## config.mk

```make
export PLATFORM = sky130hd
export DESIGN_NAME = int_priority_ctrl
export DESIGN_NICKNAME = d
export VERILOG_FILES = /design/src/rtl/int_priority_ctrl.sv
export SDC_FILE = /design/constraint.sdc
export NUM_CORES = 1
export LEC_CHECK = 0
export CAP_MARGIN = 40
export CORE_UTILIZATION = 40
export DETAILED_ROUTE_END_ITERATION = 12
export GPL_ROUTABILITY_DRIVEN = 0
export GPL_TIMING_DRIVEN = 0
export PLACE_DENSITY = 0.74
export SETUP_SLACK_MARGIN = 0.4
export SLEW_MARGIN = 20
export SYNTH_ARGS = -nofsm -noshare
export SYNTH_HDL_FRONTEND = slang
export SYNTH_SLANG_ARGS = --single-unit
```

## constraint.sdc

```tcl
create_clock -name clk -period 1.5 [get_ports clk]
set_input_delay 0.225 -clock clk [delete_from_list [all_inputs] [get_ports clk]]
set_output_delay 0.225 -clock clk [all_outputs]
set_load 0.01 [all_outputs]
```

## src/rtl/int_priority_ctrl.sv

```systemverilog
// Four-source interrupt controller: sticky pending bits, a three-state service FSM and a one-cycle clear strobe.
// Define INTC_ROUND_ROBIN_EN for round-robin arbitration; the default build uses fixed priority (source 0 highest).
module int_priority_ctrl (
  input  logic       clk,
  input  logic       rst,
  input  logic [3:0] irq_src,
  input  logic [3:0] irq_en,
  input  logic       cpu_iack,
  output logic       cpu_irq,
  output logic [1:0] irq_id,
  output logic [3:0] pending,
  output logic [3:0] src_clr
);

  typedef enum logic [1:0] {
    IDLE    = 2'd0,
    ASSERT  = 2'd1,
    RELEASE = 2'd2
  } state_t;

  state_t     state;
  state_t     state_next;
  logic [3:0] eligible;
  logic       any_eligible;
  logic [1:0] winner;
  logic       ack;
  logic [3:0] id_onehot;

  assign eligible     = pending & irq_en;
  assign any_eligible = |eligible;
  assign id_onehot    = 4'b0001 << irq_id;

`ifdef INTC_ROUND_ROBIN_EN
  // Pointer holds the last acknowledged id; the search starts one past it.
  logic [1:0] rr_ptr;
  logic [1:0] rr_idx;

  always_comb begin
    winner = 2'd0;
    rr_idx = 2'd0;
    for (int k = 3; k >= 0; k--) begin
      rr_idx = rr_ptr + 2'd1 + 2'(k);
      if (eligible[rr_idx]) winner = rr_idx;
    end
  end

  always_ff @(posedge clk or posedge rst) begin
    if (rst) begin
      rr_ptr <= 2'b11;
    end else if (ack) begin
      rr_ptr <= irq_id;
    end
  end
`else
  always_comb begin
    winner = 2'd0;
    for (int k = 3; k >= 0; k--) begin
      if (eligible[k]) winner = 2'(k);
    end
  end
`endif

  always_comb begin
    state_next = state;
    ack        = 1'b0;
    case (state)
      IDLE: begin
        if (any_eligible) state_next = ASSERT;
      end
      ASSERT: begin
        if (cpu_iack) begin
          state_next = RELEASE;
          ack        = 1'b1;
        end
      end
      RELEASE: begin
        if (!cpu_iack) state_next = IDLE;
      end
      default: state_next = IDLE;
    endcase
  end

  always_ff @(posedge clk or posedge rst) begin
    if (rst) begin
      state   <= IDLE;
      cpu_irq <= 1'b0;
      irq_id  <= 2'b00;
      pending <= 4'b0000;
      src_clr <= 4'b0000;
    end else begin
      state   <= state_next;
      cpu_irq <= (state_next == ASSERT);
      if (state == IDLE && any_eligible) irq_id <= winner;
      // A new request on the acknowledge edge overrides the clear.
      pending <= (pending & ~(ack ? id_onehot : 4'b0000)) | irq_src;
      src_clr <= ack ? id_onehot : 4'b0000;
    end
  end

endmodule

```

==> reports/qor.yml <==
p_leak_nw: 0.407
grt_use_total_pct: 17.7
startpoint_type: "primary input"
synth-seq-cells: 13
cts_sinks: 13
drt_first_pass_iters: 4
drc: 0
ys_top_cells_by_count: "dfrtp_1 (13), inv_1 (4), nand2_1 (4)"
ios: 22
synthFlopType: "dfrtp_1"
drt-initial-drc-count: 6
crit_type: "primary input to register"
slew_violations: 0
fin_crit_sh_pct: 77.4
ys_seq_area_share_pct: 57.9
timing.rr.start: "state[1]"
die_width_um: 39.5
crit_fanout: 3
end_kind: "register"
io_buffers: 21
met1_length_um: 523
vias: 472
synth_top_area_share_pct: 57.9
grt_setup_unrepaired: "yes"
hold_viol: 0
ys_warn_count: 0
clk_latency_ps: 270
max-slew-margin-rel_pct: 67.3
placed_cell_area_um2: 791
worstMarginPinSlew_ps: 491
root_buffer: "clkbuf_4"
r2r_setup_slack_ps: 340
antenna_found_initial: 0
holdCritPathClass: "primary input to asynchronous set/reset pin"
rows: 13
met3_length_um: 57
fin_hold_ws_ps: 281
grt-ovfl-total: 0
wl_per_cell_um: 12.0
synth_cells: 47
drive_gt1_share_pct: 39.2
vias_per_cell: 5.02
cp.required_ps: 1650
h-tree-depth: 1
max_freq_mhz: 861
diodes: 0
max_cap_viol_count: 0
totalNegativeSetupSlack_ps: 0
async_flop_share_pct: 100
vdd_drop_max_v: 0.000986
setup_violations: 0
grt_pass1_wl_um: 1750
power_density_nw_per_um2: 1620
met2_length_um: 537
die_area_um2: 1560
synth_area_leaders: "dfrtp_1 (58%), buf_6 (4.0%), or3b_1 (3.1%)"
dp_hpwl_um: 744
ant_nets: 0
status: "complete, no violations"
p_total_w: 0.00135
die_h_um: 39.5
numCtsBuffers: 3
synth.most_common_cell: "dfrtp_1"
final_net_count: 91
synth_cell_type_count: 24
clock_path_buffers: 2
worstPathArrival_ps: 1320
routed_wl_um: 1130
syn_area_per_cell_um2: 12.0
fin_crit_ps: 1160
synth_edf_count: 0
syn2layout_area_growth_pct: 48.6
cts_hold_buf: 0
top_layer: "met4"
grt_pass1_vias: 402
finClkSkew_ps: 3.86
syn-num-nets: 58
grt_max_degree: 14
startpoint: "irq_en[2]"
dp_slack_ps: 64.8
synth_area_um2: 562
finish.instance_area_um2: 835
cts_tree: "done"
clk_pin_slew_ps: 80
setup_ws_ps: 339
core_area_um2: 1300
start_util_pct: 43.2
synth_top_cell_by_area: "dfrtp_1"
[cell type report]
cell class	count	area [um2]
tap	15	18.8
buffer	2	22.5
timing repair buffer	28	211
inverter	4	15.0
sequential	13	327
fill	105	467
multi-input combinational	28	214
clock buffer	4	26.3
[routing by layer]
metal | up-vias | global-route usage, %
met5 | - | 0
met3 | 2 | 3.41
met4 | 0 | 12.9
li1 | 224 | -
met2 | 18 | 25.4
met1 | 228 | 23.2
[where the power goes]
group / total (W) / internal, W / switching [W]
registers: 0.000505 / 0.000454 / 0.0000516
clock network: 0.000210 / 0.000103 / 0.000107
logic: 0.000639 / 0.000352 / 0.000286
total: 0.00135 / 0.000909 / 0.000445
[metrics by stage]
step	util [%]	instances
global placement	60.8	83
CTS	65.1	93
floorplan	-	47
detailed placement	60.8	83
finish	64.1	94
global route	64.1	94
[registers in the layout, summed over array words and instances (netlist names)]
signal / count
pending: 4
src_clr: 4
irq_id: 2
state: 2
cpu_irq: 1
[worst max-delay path: stages]
cell	delay (ps)
clkdlybuf4s50_1	440
a22oi_2	210
nor3_2	70
or3b_1	370
[cell usage in the layout, fill, tap and decap left out, types with 2 or more instances in the layout]
cell type	synthesis	routed
dfrtp_1	13	12
clkdlybuf4s50_1	0	10
clkbuf_2	0	6
buf_4	0	6
buf_2	0	5
buf_6	2	3
inv_1	4	3
clkbuf_4	0	3
nand2_2	0	2
nor2_1	2	2
a21oi_1	2	2
nand2_1	4	2
or3b_1	2	2
a21o_1	2	2
[path summary, 6_finish.rpt]
path	to	depth (start not counted)
worst max register to register	pending[2]	4
min in group clk	pending[3]	2
worst max-delay path	state[0]	4
worst min-delay path	pending[3]	2
worst min register to register	pending[0]	2
max in group asynchronous	irq_id[1]	2
[repair_timing]
action	CTS	global route
setup buffers	6	1
gates cloned	0	0
endpoints found under the setup margin	15	16
pin swaps	3	7
resized for setup	35	11
[cell families (layout without fill, tap and decap cells)]
kind of cell,Yosys count,after routing,share of synthesized area [%]
and+or+nand+nor,16,16,18.9
DFF,13,13,57.9
AOI/OAI and AO/OA,10,10,13.1
buffers and inverters,6,38,6.68
xor gates and xnor gates,1,1,1.56
muxes,1,1,1.78
No activity file was read; power rests on OpenSTA's default activity.
